[src/rtl/sa_seq_pkg.sv]
// Shared state encoding and width helpers for the systolic-array sequencer.
package sa_seq_pkg;

  typedef logic [2:0] state_t;

  localparam state_t ST_IDLE  = 3'd0;
  localparam state_t ST_CLEAR = 3'd1;
  localparam state_t ST_FEED  = 3'd2;
  localparam state_t ST_DRAIN = 3'd3;
  localparam state_t ST_LOAD  = 3'd4;
  localparam state_t ST_SEND  = 3'd5;

  // Width of a counter that must hold the value n.
  function automatic int cnt_width(input int n);
    return $clog2(n) + 1;
  endfunction

endpackage

[src/rtl/sa_seq_if.sv]
// Control, operand-store, array and UART signals of the sequencer, grouped as one bus.
interface sa_seq_if #(
  parameter int NUM_ROWS = 8,
  parameter int NUM_COLS = 4,
  parameter int DATA_W   = 8,
  parameter int ACC_W    = 32,
  parameter int K_DEPTH  = 8
);
  localparam int AW = $clog2(K_DEPTH) + 1;
  localparam int SW = $clog2(NUM_ROWS * NUM_COLS);

  logic                         start;
  logic                         busy;
  logic                         done;
  logic [AW-1:0]                op_addr;
  logic [NUM_ROWS*DATA_W-1:0]   op_act;
  logic [NUM_COLS*DATA_W-1:0]   op_wt;
  logic                         arr_clr;
  logic [NUM_ROWS*DATA_W-1:0]   arr_act;
  logic [NUM_COLS*DATA_W-1:0]   arr_wt;
  logic [SW-1:0]                res_sel;
  logic [ACC_W-1:0]             res_data;
  logic [7:0]                   tx_byte;
  logic                         tx_send;
  logic                         tx_done;

  modport master (
    input  start, op_act, op_wt, res_data, tx_done,
    output busy, done, op_addr, arr_clr, arr_act, arr_wt, res_sel, tx_byte, tx_send
  );

  modport slave (
    output start, op_act, op_wt, res_data, tx_done,
    input  busy, done, op_addr, arr_clr, arr_act, arr_wt, res_sel, tx_byte, tx_send
  );

endinterface

[src/rtl/sa_skew_line.sv]
// Per-lane skew delay: DEPTH-stage shift register, zero-filled while the input is invalid.
module sa_skew_line #(
  parameter int DEPTH = 0,
  parameter int W     = 8
) (
  input  logic         clk,
  input  logic         reset,
  input  logic [W-1:0] din,
  input  logic         valid,
  output logic [W-1:0] dout
);
  logic [W-1:0] din_gated;

  assign din_gated = valid ? din : '0;

  generate
    if (DEPTH == 0) begin : g_pass
      // no stages, so clock and reset have nothing to drive
      logic unused_clk_rst;
      assign unused_clk_rst = clk | reset;
      assign dout = din_gated;
    end else begin : g_pipe
      logic [W-1:0] pipe [DEPTH];

      always_ff @(posedge clk or posedge reset) begin
        if (reset) begin
          for (int i = 0; i < DEPTH; i++) pipe[i] <= '0;
        end else begin
          pipe[0] <= din_gated;
          for (int i = 1; i < DEPTH; i++) pipe[i] <= pipe[i-1];
        end
      end

      assign dout = pipe[DEPTH-1];
    end
  endgenerate

endmodule

[src/rtl/sa_seq_ctrl.sv]
// Sequencer for the signed-MAC systolic array: clear, skewed feed, drain, UART readout.
// Optional checksum trailer byte when SA_SEQ_CHECKSUM_EN is defined.
//   state | meaning
//   IDLE  | waiting for start
//   CLEAR | one cycle of arr_clr
//   FEED  | fetch K vectors and inject them skewed (K+1 cycles)
//   DRAIN | inject zeros until the last MAC completes
//   LOAD  | latch selected accumulator
//   SEND  | stream bytes LSB first, one per tx_done
module sa_seq_ctrl
  import sa_seq_pkg::*;
#(
  parameter int NUM_ROWS = 8,
  parameter int NUM_COLS = 4,
  parameter int DATA_W   = 8,
  parameter int ACC_W    = 32,
  parameter int K_DEPTH  = 8
) (
  input  logic     clk,
  input  logic     reset,
  sa_seq_if.master bus
);
  localparam int AW     = $clog2(K_DEPTH) + 1;
  localparam int NRES   = NUM_ROWS * NUM_COLS;
  localparam int SW     = $clog2(NRES);
  localparam int NBYTES = ACC_W / 8;
  localparam int BW     = cnt_width(NBYTES);
  localparam int CW     = cnt_width(K_DEPTH + NUM_ROWS + NUM_COLS);

  localparam logic [CW-1:0] FEED_LAST  = CW'(K_DEPTH);
  localparam logic [CW-1:0] DRAIN_LAST = CW'(NUM_ROWS + NUM_COLS - 2);
  localparam logic [SW-1:0] RES_LAST   = SW'(NRES - 1);
  localparam logic [BW-1:0] BYTE_LAST  = BW'(NBYTES - 1);

  state_t                     state;
  logic [CW-1:0]              cyc_cnt;
  logic [SW-1:0]              res_sel;
  logic [BW-1:0]              byte_cnt;
  logic [ACC_W-1:0]           shift_buf;
  logic                       waiting;
  logic                       tx_send_r;
  logic [7:0]                 tx_byte_r;
  logic                       done_r;
  logic                       feed_valid;
  logic [NUM_ROWS*DATA_W-1:0] act_skew;
  logic [NUM_COLS*DATA_W-1:0] wt_skew;
`ifdef SA_SEQ_CHECKSUM_EN
  logic [7:0]                 csum;
  logic                       trailer;
`endif

  // Store data lags the address by one cycle, so lanes are valid on FEED cycles 1..K.
  assign feed_valid  = (state == ST_FEED) && (cyc_cnt != FEED_LAST);
  assign bus.op_addr = (state == ST_FEED && cyc_cnt != '0) ? AW'(FEED_LAST - cyc_cnt) : '0;

  generate
    for (genvar r = 0; r < NUM_ROWS; r++) begin : g_act
      sa_skew_line #(.DEPTH(r), .W(DATA_W)) u_skew (
        .clk   (clk),
        .reset (reset),
        .din   (bus.op_act[r*DATA_W +: DATA_W]),
        .valid (feed_valid),
        .dout  (act_skew[r*DATA_W +: DATA_W])
      );
    end
    for (genvar c = 0; c < NUM_COLS; c++) begin : g_wt
      sa_skew_line #(.DEPTH(c), .W(DATA_W)) u_skew (
        .clk   (clk),
        .reset (reset),
        .din   (bus.op_wt[c*DATA_W +: DATA_W]),
        .valid (feed_valid),
        .dout  (wt_skew[c*DATA_W +: DATA_W])
      );
    end
  endgenerate

  always_ff @(posedge clk or posedge reset) begin
    if (reset) begin
      state     <= ST_IDLE;
      cyc_cnt   <= '0;
      res_sel   <= '0;
      byte_cnt  <= '0;
      shift_buf <= '0;
      waiting   <= 1'b0;
      tx_send_r <= 1'b0;
      tx_byte_r <= '0;
      done_r    <= 1'b0;
`ifdef SA_SEQ_CHECKSUM_EN
      csum      <= '0;
      trailer   <= 1'b0;
`endif
    end else begin
      tx_send_r <= 1'b0;
      done_r    <= 1'b0;
      case (state)
        ST_IDLE: begin
          if (bus.start) begin
            state   <= ST_CLEAR;
            res_sel <= '0;
`ifdef SA_SEQ_CHECKSUM_EN
            csum    <= '0;
            trailer <= 1'b0;
`endif
          end
        end
        ST_CLEAR: begin
          state   <= ST_FEED;
          cyc_cnt <= FEED_LAST;
        end
        ST_FEED: begin
          if (cyc_cnt == '0) begin
            state   <= ST_DRAIN;
            cyc_cnt <= DRAIN_LAST;
          end else begin
            cyc_cnt <= cyc_cnt - 1'b1;
          end
        end
        ST_DRAIN: begin
          if (cyc_cnt == '0) state <= ST_LOAD;
          else               cyc_cnt <= cyc_cnt - 1'b1;
        end
        ST_LOAD: begin
          shift_buf <= bus.res_data;
          byte_cnt  <= BYTE_LAST;
          waiting   <= 1'b0;
          state     <= ST_SEND;
        end
        ST_SEND: begin
          if (!waiting) begin
            tx_byte_r <= shift_buf[7:0];
            tx_send_r <= 1'b1;
            waiting   <= 1'b1;
`ifdef SA_SEQ_CHECKSUM_EN
            csum      <= csum ^ shift_buf[7:0];
`endif
          end else if (bus.tx_done) begin
            waiting   <= 1'b0;
            shift_buf <= shift_buf >> 8;
            if (byte_cnt != '0) begin
              byte_cnt <= byte_cnt - 1'b1;
            end else if (res_sel != RES_LAST) begin
              res_sel <= res_sel + 1'b1;
              state   <= ST_LOAD;
            end else begin
`ifdef SA_SEQ_CHECKSUM_EN
              if (!trailer) begin
                // reuse the byte path for a single trailer byte
                trailer   <= 1'b1;
                shift_buf <= ACC_W'(csum);
              end else begin
                state   <= ST_IDLE;
                res_sel <= '0;
                done_r  <= 1'b1;
              end
`else
              state   <= ST_IDLE;
              res_sel <= '0;
              done_r  <= 1'b1;
`endif
            end
          end
        end
        default: state <= ST_IDLE;
      endcase
    end
  end

  assign bus.busy    = (state != ST_IDLE);
  assign bus.done    = done_r;
  assign bus.arr_clr = (state == ST_CLEAR);
  assign bus.arr_act = act_skew;
  assign bus.arr_wt  = wt_skew;
  assign bus.res_sel = res_sel;
  assign bus.tx_byte = tx_byte_r;
  assign bus.tx_send = tx_send_r;

endmodule

[src/flat_wrapper.sv]
// flat-port wrapper written by rule: the top's interface ports become plain ports
module sa_seq_ctrl_flat import sa_seq_pkg::*;
#(
  parameter int NUM_ROWS = 8,
  parameter int NUM_COLS = 4,
  parameter int DATA_W   = 8,
  parameter int ACC_W    = 32,
  parameter int K_DEPTH  = 8
)
  (clk, reset, bus_start, bus_op_act, bus_op_wt, bus_res_data, bus_tx_done, bus_busy, bus_done, bus_op_addr, bus_arr_clr, bus_arr_act, bus_arr_wt, bus_res_sel, bus_tx_byte, bus_tx_send);
  sa_seq_if #(.NUM_ROWS(NUM_ROWS), .NUM_COLS(NUM_COLS), .DATA_W(DATA_W), .ACC_W(ACC_W), .K_DEPTH(K_DEPTH)) bus_i ();
  input  logic clk;
  input  logic reset;
  input wire logic [$bits(bus_i.start)-1:0] bus_start;
  input wire logic [$bits(bus_i.op_act)-1:0] bus_op_act;
  input wire logic [$bits(bus_i.op_wt)-1:0] bus_op_wt;
  input wire logic [$bits(bus_i.res_data)-1:0] bus_res_data;
  input wire logic [$bits(bus_i.tx_done)-1:0] bus_tx_done;
  output wire logic [$bits(bus_i.busy)-1:0] bus_busy;
  output wire logic [$bits(bus_i.done)-1:0] bus_done;
  output wire logic [$bits(bus_i.op_addr)-1:0] bus_op_addr;
  output wire logic [$bits(bus_i.arr_clr)-1:0] bus_arr_clr;
  output wire logic [$bits(bus_i.arr_act)-1:0] bus_arr_act;
  output wire logic [$bits(bus_i.arr_wt)-1:0] bus_arr_wt;
  output wire logic [$bits(bus_i.res_sel)-1:0] bus_res_sel;
  output wire logic [$bits(bus_i.tx_byte)-1:0] bus_tx_byte;
  output wire logic [$bits(bus_i.tx_send)-1:0] bus_tx_send;
  assign bus_i.start = bus_start;
  assign bus_i.op_act = bus_op_act;
  assign bus_i.op_wt = bus_op_wt;
  assign bus_i.res_data = bus_res_data;
  assign bus_i.tx_done = bus_tx_done;
  assign bus_busy = bus_i.busy;
  assign bus_done = bus_i.done;
  assign bus_op_addr = bus_i.op_addr;
  assign bus_arr_clr = bus_i.arr_clr;
  assign bus_arr_act = bus_i.arr_act;
  assign bus_arr_wt = bus_i.arr_wt;
  assign bus_res_sel = bus_i.res_sel;
  assign bus_tx_byte = bus_i.tx_byte;
  assign bus_tx_send = bus_i.tx_send;
  sa_seq_ctrl #(.NUM_ROWS(NUM_ROWS), .NUM_COLS(NUM_COLS), .DATA_W(DATA_W), .ACC_W(ACC_W), .K_DEPTH(K_DEPTH)) u_core (.clk(clk), .reset(reset), .bus(bus_i));
endmodule
[config.mk]
export PLATFORM = sky130hd
export DESIGN_NAME = sa_seq_ctrl_flat
export DESIGN_NICKNAME = d
export VERILOG_FILES = /design/src/rtl/sa_seq_pkg.sv /design/src/rtl/sa_seq_if.sv /design/src/rtl/sa_skew_line.sv /design/src/rtl/sa_seq_ctrl.sv /design/src/flat_wrapper.sv
export SDC_FILE = /design/constraint.sdc
export NUM_CORES = 1
export LEC_CHECK = 0
export BUFFER_PORTS_ARGS = -buffer_cell sky130_fd_sc_hd__buf_2
export CAP_MARGIN = 20
export CORE_MARGIN = 2
export CORE_UTILIZATION = 36
export DETAILED_ROUTE_END_ITERATION = 8
export PLACE_DENSITY_LB_ADDON = 0.08
export SYNTH_ARGS = -nofsm -noshare
export SYNTH_HDL_FRONTEND = slang
export SYNTH_SLANG_ARGS = --single-unit
[constraint.sdc]
create_clock -name clk -period 31 [get_ports clk]
set_input_delay 6.2 -clock clk [delete_from_list [all_inputs] [get_ports clk]]
set_output_delay 6.2 -clock clk [all_outputs]
set_load 0.005 [all_outputs]
* Word level (Yosys, flattened, before mapping) *
Cells that the tools add are included.

word-level totals
  bits in registers = 332
  bits in latches = 0
  RAM bits = 0
  memory bits (read-only) = 0
  bits of input ports = 132
  output and inout port bits = 117
  memories kept = 0

operators by class
  add/subtract/negate cells = 4
  multipliers = 0
  divide/modulo/power cells = 0
  $lt $le $gt $ge = 0
  equal/unequal tests = 15
  shift-type cells = 0
  multiplexer cells = 47
  bitwise gates (word level) = 1
  reductions and logical operators = 16

operators by type and width
  cell                 number
  $mux 8               12
  $mux 32              2
  $pmux 32 s2          1
  $mux 3               10
  $mux 5               5
  $pmux 3 s6           1
  $pmux 6 s3           1
  $mux 6               2
  $ne 2x2->1 const B   5
  $pmux 5 s2           1
  $mux 1               9
  $reduce_bool 3->1    3
  $eq 3x2->1 const B   2
  $eq 3x3->1 const B   2
  $logic_not 6->1      1
  $ne 2x1->1 const B   3
  $ne 6x4->1 const B   1
  $pmux 3 s2           1
  $reduce_and 6->1     1
  $reduce_bool 6->1    1
  $sub 6x1->6 const B  1
  $add 5x1->5 const B  1
  $ne 5x5->1 const B   1
  $reduce_and 5->1     1
  12 further kinds     15

* Longest topological paths before layout *
Gate-level depths: netlist of run 1.

  word-level depth = 6
  gate-level depth with buffers = 7

* Modules after synthesis *
A second synthesis of run 1 with hierarchy kept.

second synthesis, totals
  cell total of the unflattened synthesis = 721
  area total of the unflattened synthesis = 10916.7 µm²

by module, submodules not included
  module                                     times used  cells each  area an instance (µm²)  seq. area each (µm²)
  sa_seq_ctrl                                1           279         2991.6                  1501.4
  sa_skew_line (u_core.g_act[7].u_skew)      1           73          1515.2                  1401.3
  sa_skew_line (u_core.g_act[3].u_skew ...)  2           41          714.4                   600.6
  sa_skew_line (u_core.g_act[6].u_skew)      1           65          1315.0                  1201.2
  sa_skew_line (u_core.g_act[5].u_skew)      1           57          1114.8                  1001.0
  sa_skew_line (u_core.g_act[2].u_skew ...)  2           33          514.2                   400.4
  sa_skew_line (u_core.g_act[4].u_skew)      1           49          914.6                   800.8
  sa_skew_line (u_core.g_act[1].u_skew ...)  2           17          254.0                   200.2
  sa_skew_line (u_core.g_act[0].u_skew ...)  2           8           50.0                    0.0

* Worst setup path before layout of run 1 *
Ideal clock, no wire load.

  path kind = input to output
  start = in bus_op_act[0]
  end = out bus_arr_act[0]
  arrival = 6325 ps
  data required time = 24800 ps
  setup slack = 18475 ps
  stages on the path = 1
  path through = and2_1

on the way
  word-level cells in the longest chain between the ends = 1

RTL lines
  what                line                text
  start: declaration  flat_wrapper.sv:15  input wire logic [$bits(bus_i.op_act)-1:0] bus_op_act;
  $mux 8              sa_skew_line.sv:14  assign din_gated = valid ? din : '0;
  end: declaration    flat_wrapper.sv:23  output wire logic [$bits(bus_i.arr_act)-1:0] bus_arr_act;

No other way between the ends.

* Final worst setup path of run 1 *
  start = in bus_op_wt[5]
  end = out bus_arr_wt[5]

on the way
  word-level cells in the longest chain between the ends = 1

RTL lines
  what                line                text
  start: declaration  flat_wrapper.sv:16  input wire logic [$bits(bus_i.op_wt)-1:0] bus_op_wt;
  $mux 8              sa_skew_line.sv:14
  end: declaration    flat_wrapper.sv:24  output wire logic [$bits(bus_i.arr_wt)-1:0] bus_arr_wt;

No other way between the ends.

==> flow_metrics.py, run 1 <==
metrics = {
    "place": {
        "place_hpwl_mm": 11.7,
        "port_buffers": 248,
        "place.gp.congestion": 0.757,
        "place_ws_ps": 18260,
        "placed_cells": 1278,
        "placed_area_um2": 12000,
    },
    "timing": {
        "setup_slack_ps": 18260,
        "period_needed_ps": 12740,
        "rsz0062_at_grt": "false",
        "hold_viol_final": 0,
        "finClkSkew_ps": 13.6,
        "relSlewSlack_pct": 35.4,
        "setup_viol": 0,
        "timing.hold.ws_ps": 335,
        "fin_tns_setup_ps": 0,
        "max_freq_mhz": 78.5,
        "finalCritPeriodShare_pct": 41.1,
        "worst_slew_pin_slew_ps": 969,
        "slew_viol_final": 0,
    },
    "synthesis": {
        "netlist_instances": 726,
        "synth_flop_cell": "dfrtp_1",
        "netlist-cell-type-count": 45,
        "post-synth-top-count-cell": "dfrtp_1",
        "avgSynthCellArea_um2": 14.9,
        "synth_area_leaders": "dfrtp_1, and2_1, buf_4, mux2i_1, nand2_1",
        "netlist_area_um2": 10800,
        "synth_commonest_cells": "dfrtp_1, and2_1, buf_4, nand2_1, o21ai_0",
        "synth_edf_count": 0,
        "ys_seq_elements": 332,
        "synthArstFlopShare_pct": 100,
        "synth.largest_area_cell": "dfrtp_1",
        "synth-seq-area-share_pct": 76.6,
        "synth_top_area_share_pct": 76.6,
        "synthesis.nets": 863,
        "yosys_warnings": 0,
    },
    "floorplanning": {
        "initial_core_util_pct": 36.6,
        "dieArea_um2": 31500,
        "die_h_um": 178,
        "core-area_um2": 29600,
        "pin_count": 249,
        "die_w_um": 178,
        "rows": 63,
    },
    "pwr": {
        "power_mw": 0.981,
        "p_per_area_nw_per_um2": 74.9,
        "ir_drop_mv": 0.0381,
        "p_leak_nw": 7.18,
    },
    "global_route": {
        "grt_util_met3_pct": 4.50,
        "grt_pass1_vias": 5604,
        "grt.busiest_layer": "met2",
        "grt_pass1_wl_mm": 30.3,
        "grt.overflow.total": 0,
        "antenna_found_initial": 2,
        "grt_use_met1_pct": 17.1,
        "gr-usage-all-layers_pct": 12.1,
        "grt_use_met2_pct": 17.3,
        "grt_max_degree": 171,
    },
    "clocking": {
        "cts.clk_slew.worst_paths_ps": 60,
        "insertion_delay_ps": 500,
        "cts.sinks": 332,
        "numCtsBuffers": 36,
        "post_cts_resize_count": 0,
        "h-tree-depth": 2,
        "ctsHoldBuffers": 0,
        "clk_path_buf_depth": 3,
        "root_buffer": "clkbuf_16",
        "cts_setup_buffers": 0,
        "cts_tree": "done",
    },
    "cells_and_area": {
        "layout-drive-gt1-share_pct": 33.7,
        "regArea_um2": 8310,
        "fillers": 2813,
        "multi_input_area_um2": 1870,
        "final_cells": 1338,
        "nNetsFinal": 1063,
        "area_delta_synth_final_pct": 20.7,
        "final_util_pct": 44.2,
        "design_area_um2": 13100,
    },
    "worst_hold_path": {
        "hold_path.class": "register to register",
    },
    "setup_path": {
        "critical_path_arrival_ps": 6540,
        "startpoint_type": "input pin",
        "crit_chain": "buf_2, and2_1, buf_2",
        "reg2reg_slack_ps": 28570,
        "timing_worst_setup_path_type": "input pin to primary output",
        "cp_top_family": "buffers and inverters",
        "cp_num_buf_inv": 2,
        "cpPeakStageDelay_ps": 120,
        "crit_path_end_kind": "primary output",
        "cp_common_cell": "buf_2",
        "required_ps": 24800,
        "crit_fanout": 1,
        "cpMaxStageDelayCell": "and2_1",
    },
    "drt": {
        "routed_wl_mm": 18.8,
        "wl_per_cell_um": 14.0,
        "first_pass_iters": 4,
        "drc": 0,
        "num_vias": 5546,
        "avgViaCountPerCell": 4.14,
        "detail-route-antenna-nets": 0,
        "first_iter_violations": 319,
    },
    "flow_run": {
        "drv_cap": 0,
    },
    "outcome": {
        "status": "finished clean",
    },
}
[sequential cells by signal (all words and copies together) (netlist names)]
signal                           cells
u_core.g_act.u_skew.dout            56
u_core.byte_cnt                      3
u_core.waiting                       1
u_core.cyc_cnt                       6
u_core.g_wt.u_skew.g_pipe.pipe      24
u_core.g_act.u_skew.g_pipe.pipe    168
u_core.bus.res_sel                   5
u_core.bus.tx_byte                   8
u_core.shift_buf                    32
u_core.g_wt.u_skew.dout             24
u_core.bus.done                      1
u_core.state                         3
u_core.bus.tx_send                   1
[metal layers]
metal	vias to the layer above	wire length, um	share of wire (%)
li1	2681	-	-
met1	2662	8520	45
met2	166	8330	44
met3	35	1570	8.4
met4	2	351	1.9
met5	-	10	0.053
[layout make-up]
type                    count  area share (%)
flip-flops and latches    332            63.5
multi-input cells         294            14.3
repair buffers            253            9.86
clock buffers              51            7.69
well taps                 390            3.73
clock inverters             8           0.612
inverters                   9           0.315
diodes                      1          0.0191
[layout by cell type (no fill, tap or decap), types with 6 or more instances in the layout]
cell type / instances
and2_1: 98
nor2_1: 9
dfrtp_1: 332
nand2_1: 53
clkbuf_16: 36
mux2i_1: 25
inv_1: 7
mux2_2: 9
o21ai_0: 37
clkbuf_1: 10
buf_2: 248
nand3_1: 6
[worst reg2reg max path, stage by stage (launching register included)]
cell and delay [ps]:
dfrtp_1 680, nand2_2 230, a311oi_4 510, buf_4 680
and2_1 280
[final timing paths]
kind	from	to	depth (start not counted)
setup / recovery	bus_op_wt[5]	bus_arr_wt[5]	3
max in group asynchronous	reset	u_core.g_act[5].u_skew.g_pipe.pipe[36]$_DFF_PP0_	3
setup reg to reg	u_core.state[1]$_DFFE_PP0P_	u_core.g_act[5].u_skew.g_pipe.pipe[38]$_DFF_PP0_	4
min in group asynchronous	reset	u_core.shift_buf[29]$_DFFE_PP0P_	2
hold / removal	u_core.g_act[6].u_skew.g_pipe.pipe[36]$_DFF_PP0_	u_core.g_act[6].u_skew.g_pipe.pipe[28]$_DFF_PP0_	0
hold reg to reg	u_core.g_act[6].u_skew.g_pipe.pipe[36]$_DFF_PP0_	u_core.g_act[6].u_skew.g_pipe.pipe[28]$_DFF_PP0_	0
[cells by family after synthesis]
group           after synthesis  share of synthesized area, %
compound gates               61                          3.53
xor+xnor                      2                         0.162
fa+ha+maj                     5                         0.577
buf+inv                     100                          6.11
flops                       332                          76.6
mux                          34                          3.24
simple gates                192                          9.77
[power by group]
part	internal (mW)	total [mW]	switching [mW]	leakage (nW)
Clock	0.234	0.393	0.160	0.537
Sequential	0.459	0.476	0.0170	4.58
Combinational	0.0479	0.111	0.0635	2.07
Total	0.741	0.981	0.240	7.18
No activity file was read; power rests on OpenSTA's default activity.
==> run 2: changes to the inputs <==
clock period = 11.8 ns   (was 31 ns; I/O delays follow)
==> flow_metrics.py, run 2 (synthesis gave the netlist of run 1 again) <==
metrics = {
    "outcome": {
        "status": "finished clean",
    },
    "setup_path": {
        "startpoint_type": "register",
        "critical_path_arrival_ps": 3000,
        "timing_worst_setup_path_type": "register to primary output",
        "crit_chain": "nand2_2, a311oi_4, buf_4, buf_4, and2_1, buf_2",
        "crit_fanout": 61,
        "cpMaxStageDelayCell": "dfrtp_1",
        "cpPeakStageDelay_ps": 680,
        "required_ps": 9440,
        "crit_path_end_kind": "primary output",
        "cp_num_buf_inv": 3,
        "cp_top_family": "buffers and inverters",
        "cp_common_cell": "buf_4",
    },
    "clocking": {
        "cts_setup_buffers": 0,
        "cts.sinks": 332,
        "numCtsBuffers": 36,
        "clk_path_buf_depth": 3,
        "h-tree-depth": 2,
        "cts_tree": "done",
        "insertion_delay_ps": 500,
        "ctsHoldBuffers": 0,
        "post_cts_resize_count": 0,
        "cts.clk_slew.worst_paths_ps": 60,
        "root_buffer": "clkbuf_16",
    },
    "pwr": {
        "pwr-share-seq_pct": 47.9,
        "p_int_mw": 1.97,
        "p_per_area_nw_per_um2": 198,
        "swShare_pct": 24.3,
        "p_switching_mw": 0.634,
        "ir_drop_mv": 0.0933,
        "power_mw": 2.61,
        "pwr-share-clk_pct": 40.7,
        "pwr-share-comb_pct": 11.4,
        "p_leak_nw": 7.22,
    },
    "cells_and_area": {
        "nNetsFinal": 1067,
        "largest_register_ffs": 168,
        "layout-drive-gt1-share_pct": 34.0,
        "area_delta_synth_final_pct": 21.6,
        "mostFrequentLayoutCells": "dfrtp_1, buf_2, and2_1",
        "top_register": "u_core.g_act.u_skew.g_pipe.pipe",
        "final_common_cell": "dfrtp_1",
    },
    "drt": {
        "drt-met1-wl_mm": 8.71,
        "routed_wl_mm": 19.0,
        "wl_per_cell_um": 14.2,
        "detail-route-antenna-nets": 0,
        "first_iter_violations": 294,
        "routed-wl-met3_mm": 1.68,
        "first_pass_iters": 4,
        "avgViaCountPerCell": 4.14,
        "drc": 0,
        "top_layer_used": "met5",
        "route.met2.wl_mm": 8.23,
        "num_vias": 5550,
    },
    "timing": {
        "worst_slew_pin_slew_ps": 912,
        "max_freq_mhz": 187,
        "hold_viol_final": 0,
        "relSlewSlack_pct": 39.2,
        "finalCritPeriodShare_pct": 45.4,
        "rsz0062_at_grt": "false",
        "fin_tns_setup_ps": 0,
        "finClkSkew_ps": 17.4,
        "setup_slack_ps": 6440,
        "setup_viol": 0,
        "slew_viol_final": 0,
        "period_needed_ps": 5360,
    },
    "place": {
        "place_ws_ps": 6740,
        "place_hpwl_mm": 11.9,
        "place.gp.congestion": 0.779,
        "port_buffers": 248,
    },
    "global_route": {
        "antenna_found_initial": 5,
        "gr-usage-all-layers_pct": 12.3,
        "grt_max_degree": 97,
        "grt_pass1_vias": 5669,
        "grt.overflow.total": 0,
        "grt_pass1_wl_mm": 30.5,
    },
    "worst_hold_path": {
        "hold_path.class": "register to register",
    },
    "floorplanning": {
        "die_w_um": 178,
        "rows": 63,
        "pin_count": 249,
        "die_h_um": 178,
        "initial_core_util_pct": 36.6,
        "dieArea_um2": 31500,
        "core-area_um2": 29600,
    },
    "flow_run": {
        "drv_cap": 0,
    },
}
## run 2: cell types whose count changed in the layout (fill, tap and decap cells not counted), sizes merged
cell	change
buf	+4
bufinv	+1
clkbuf	-1
clkinv	-4
clkinvlp	+2
diode	+2
## run 2: layer usage
metal  GRT usage (%)  up-vias
met5               0        -
met2            17.7      173
li1                -     2679
met4            4.17        6
met1            16.9     2657
met3            4.95       35
## run 2: layout make-up
type                            instances  area [um^2]
Inverter                                9         41.3
Antenna cell                            3         7.51
Multi-Input combinational cell        294         1870
Timing Repair Buffer                  257         1350
Clock buffer                           50         1010
Sequential cell                       332         8310
Clock inverter                          7          105
Fill cell                            2780        16500
Tap cell                              390          488
## run 2: worst paths after layout
| check | from | end | slack [ps] | depth (start not counted) |
|---|---|---|---|---|
| hold / removal | u_core.g_act[4].u_skew.g_pipe.pipe[27]$_DFF_PP0_ | u_core.g_act[4].u_skew.g_pipe.pipe[19]$_DFF_PP0_ | 340 | 0 |
| setup / recovery | u_core.state[1]$_DFFE_PP0P_ | bus_arr_act[1] | 6440 | 6 |
| max in group asynchronous | reset | u_core.g_act[6].u_skew.g_pipe.pipe[39]$_DFF_PP0_ | 7920 | 5 |
| setup reg to reg | u_core.state[1]$_DFFE_PP0P_ | u_core.g_act[7].u_skew.g_pipe.pipe[55]$_DFF_PP0_ | 9340 | 5 |
| min in group asynchronous | reset | u_core.bus.res_sel[4]$_DFFE_PP0P_ | 1940 | 2 |
| hold reg to reg | u_core.g_act[4].u_skew.g_pipe.pipe[27]$_DFF_PP0_ | u_core.g_act[4].u_skew.g_pipe.pipe[19]$_DFF_PP0_ | 340 | 0 |
## run 2: metrics by stage
stage	area, um^2	hold WS (ps)	cells	utilization (%)
3_3_place_gp	12000	332	1280	40.5
6_report	13200	336	1342	44.5
2_1_floorplan	10800	331	726	-
5_1_grt	13200	345	1340	44.5
3_5_place_dp	12000	335	1280	40.5
4_1_cts	13100	341	1337	44.3
## run 2: power groups by stage
stage	logic [mW]	clock network [mW]	registers, mW
2_1_floorplan	0.227	0	1.26
3_3_place_gp	0.299	0	1.27
3_5_place_dp	0.302	0	1.27
4_1_cts	0.303	1.10	1.25
5_1_grt	0.342	1.15	1.26
6_report	0.296	1.06	1.25
==> run 3: changes to the inputs <==
clock period = 4.54 ns   (was 11.8 ns; I/O delays follow)
==> flow_metrics.py, run 3 (synthesis gave the netlist of run 1 again) <==
metrics = {
    "timing": {
        "setup_viol": 0,
        "finClkSkew_ps": 18.5,
        "worst_slew_pin_slew_ps": 873,
        "hold_viol_final": 0,
        "rsz0062_at_grt": "false",
        "period_needed_ps": 3260,
        "fin_tns_setup_ps": 0,
        "finalCritPeriodShare_pct": 71.9,
        "max_freq_mhz": 306,
        "relSlewSlack_pct": 41.6,
        "slew_viol_final": 0,
    },
    "clocking": {
        "cts.sinks": 332,
        "h-tree-depth": 2,
        "cts.clk_slew.worst_paths_ps": 60,
        "clk_path_buf_depth": 3,
        "insertion_delay_ps": 520,
        "cts_setup_buffers": 0,
        "cts_tree": "done",
        "post_cts_resize_count": 0,
        "numCtsBuffers": 37,
        "root_buffer": "clkbuf_16",
        "ctsHoldBuffers": 0,
    },
    "drt": {
        "drc": 0,
        "avgViaCountPerCell": 4.14,
        "first_iter_violations": 190,
        "detail-route-antenna-nets": 0,
        "first_pass_iters": 4,
        "wl_per_cell_um": 14.5,
        "routed_wl_mm": 19.6,
        "num_vias": 5608,
    },
    "setup_path": {
        "timing_worst_setup_path_type": "register to primary output",
        "ff2ff_path_depth": 3,
        "crit_chain": "inv_1, ha_1, nor2b_1, a311oi_4, buf_4, and2_1, buf_2",
        "cp_top_family": "buffers and inverters",
        "critical_path_arrival_ps": 2360,
        "cpMaxStageDelayCell": "dfrtp_1",
        "reg2reg_slack_ps": 2190,
        "crit_path_end_kind": "primary output",
        "required_ps": 3630,
        "cpPeakStageDelay_ps": 390,
        "cp_num_buf_inv": 3,
        "startpoint_type": "register",
        "crit_fanout": 42,
        "worstReg2RegEnd": "u_core.bus.tx_byte[7]$_DFFE_PP0P_",
        "regToRegStartpoint": "u_core.state[0]$_DFFE_PP0P_",
    },
    "outcome": {
        "status": "finished clean",
    },
    "global_route": {
        "gr-usage-all-layers_pct": 12.6,
        "grt_max_degree": 102,
        "antenna_found_initial": 6,
        "grt.overflow.total": 0,
        "grt_pass1_vias": 5658,
        "grt_pass1_wl_mm": 31.1,
    },
    "worst_hold_path": {
        "holdPathEnd": "u_core.g_act[2].u_skew.dout[5]$_DFF_PP0_",
        "worstHoldStart": "u_core.g_act[2].u_skew.g_pipe.pipe[13]$_DFF_PP0_",
        "hold_path.class": "register to register",
        "whs_path_depth": 0,
    },
    "flow_run": {
        "drv_cap": 0,
    },
    "floorplanning": {
        "pin_count": 249,
        "initial_core_util_pct": 36.6,
        "die_w_um": 178,
        "die_h_um": 178,
        "dieArea_um2": 31500,
        "core-area_um2": 29600,
        "rows": 63,
    },
    "pwr": {
        "pwr-share-seq_pct": 46.0,
        "ir_drop_mv": 0.240,
        "p_per_area_nw_per_um2": 529,
        "pwr-share-comb_pct": 10.9,
        "pwr-share-clk_pct": 43.2,
        "p_int_mw": 5.35,
        "p_switching_mw": 1.72,
        "p_leak_nw": 7.32,
        "swShare_pct": 24.3,
    },
    "place": {
        "place.gp.congestion": 0.764,
        "port_buffers": 248,
        "place_hpwl_mm": 12.8,
        "placed_area_um2": 12100,
    },
    "cells_and_area": {
        "largest_register_ffs": 168,
        "nNetsFinal": 1071,
        "area_delta_synth_final_pct": 23.2,
        "mostFrequentLayoutCells": "dfrtp_1, buf_2, and2_1",
        "layout-drive-gt1-share_pct": 35.4,
        "final_common_cell": "dfrtp_1",
        "top_register": "u_core.g_act.u_skew.g_pipe.pipe",
        "design_area_um2": 13400,
    },
}
==> run 3: area by class of cell <==
class / instances / area (um^2)
Inverter: 9 / 37.5
Clock buffer: 48 / 1060
Tap cell: 390 / 488
Timing Repair Buffer: 260 / 1370
Sequential cell: 332 / 8310
Multi-Input combinational cell: 294 / 1870
Antenna cell: 3 / 7.51
Fill cell: 2790 / 16300
Clock inverter: 18 / 223
==> run 3: power by group through the flow <==
stage	Sequential [mW]	Clock [mW]	Combinational (mW)
after floorplan	3.27	0	0.590
after global placement	3.30	0	0.782
after detailed placement	3.30	0	0.788
after CTS	3.25	3.16	0.792
after global routing	3.28	3.29	0.894
final	3.25	3.05	0.767
==> run 3: metrics by stage <==
stage	worst slack, ps	total power, mW	util, %	instances	hold WS (ps)
after global routing	1090	7.46	45.1	1352	342
after CTS	1240	7.21	45.1	1351	335
after floorplan	-803	3.86	-	726	331
after global placement	1850	4.08	40.7	1285	331
after detailed placement	1800	4.09	40.7	1285	335
final	1280	7.07	45.1	1354	332
==> run 3: how the worst max path moves through the flow <==
stage	start	to	slack [ps]	cells past startpoint
floorplan	reset	u_core.bus.done$_DFF_PP0_	-800	1
global placement	u_core.state[1]$_DFFE_PP0P_	bus_arr_act[0]	1850	5
detailed placement	u_core.state[1]$_DFFE_PP0P_	bus_arr_act[2]	1800	5
CTS	u_core.cyc_cnt[0]$_DFFE_PP0P_	bus_arr_act[2]	1240	7
global route	u_core.state[1]$_DFFE_PP0P_	bus_arr_wt[3]	1090	5
finish	u_core.cyc_cnt[0]$_DFFE_PP0P_	bus_arr_wt[6]	1280	7
==> run 3: layer usage <==
metal | part of all wire, % | vias to the layer above | wire (um) | global-route usage (%)
met5 | 0.21 | - | 41 | 0
met4 | 2.4 | 6 | 478 | 4.47
met3 | 8.3 | 45 | 1620 | 4.91
met2 | 48 | 154 | 9420 | 19.7
met1 | 41 | 2702 | 8020 | 16.0
li1 | - | 2701 | - | -
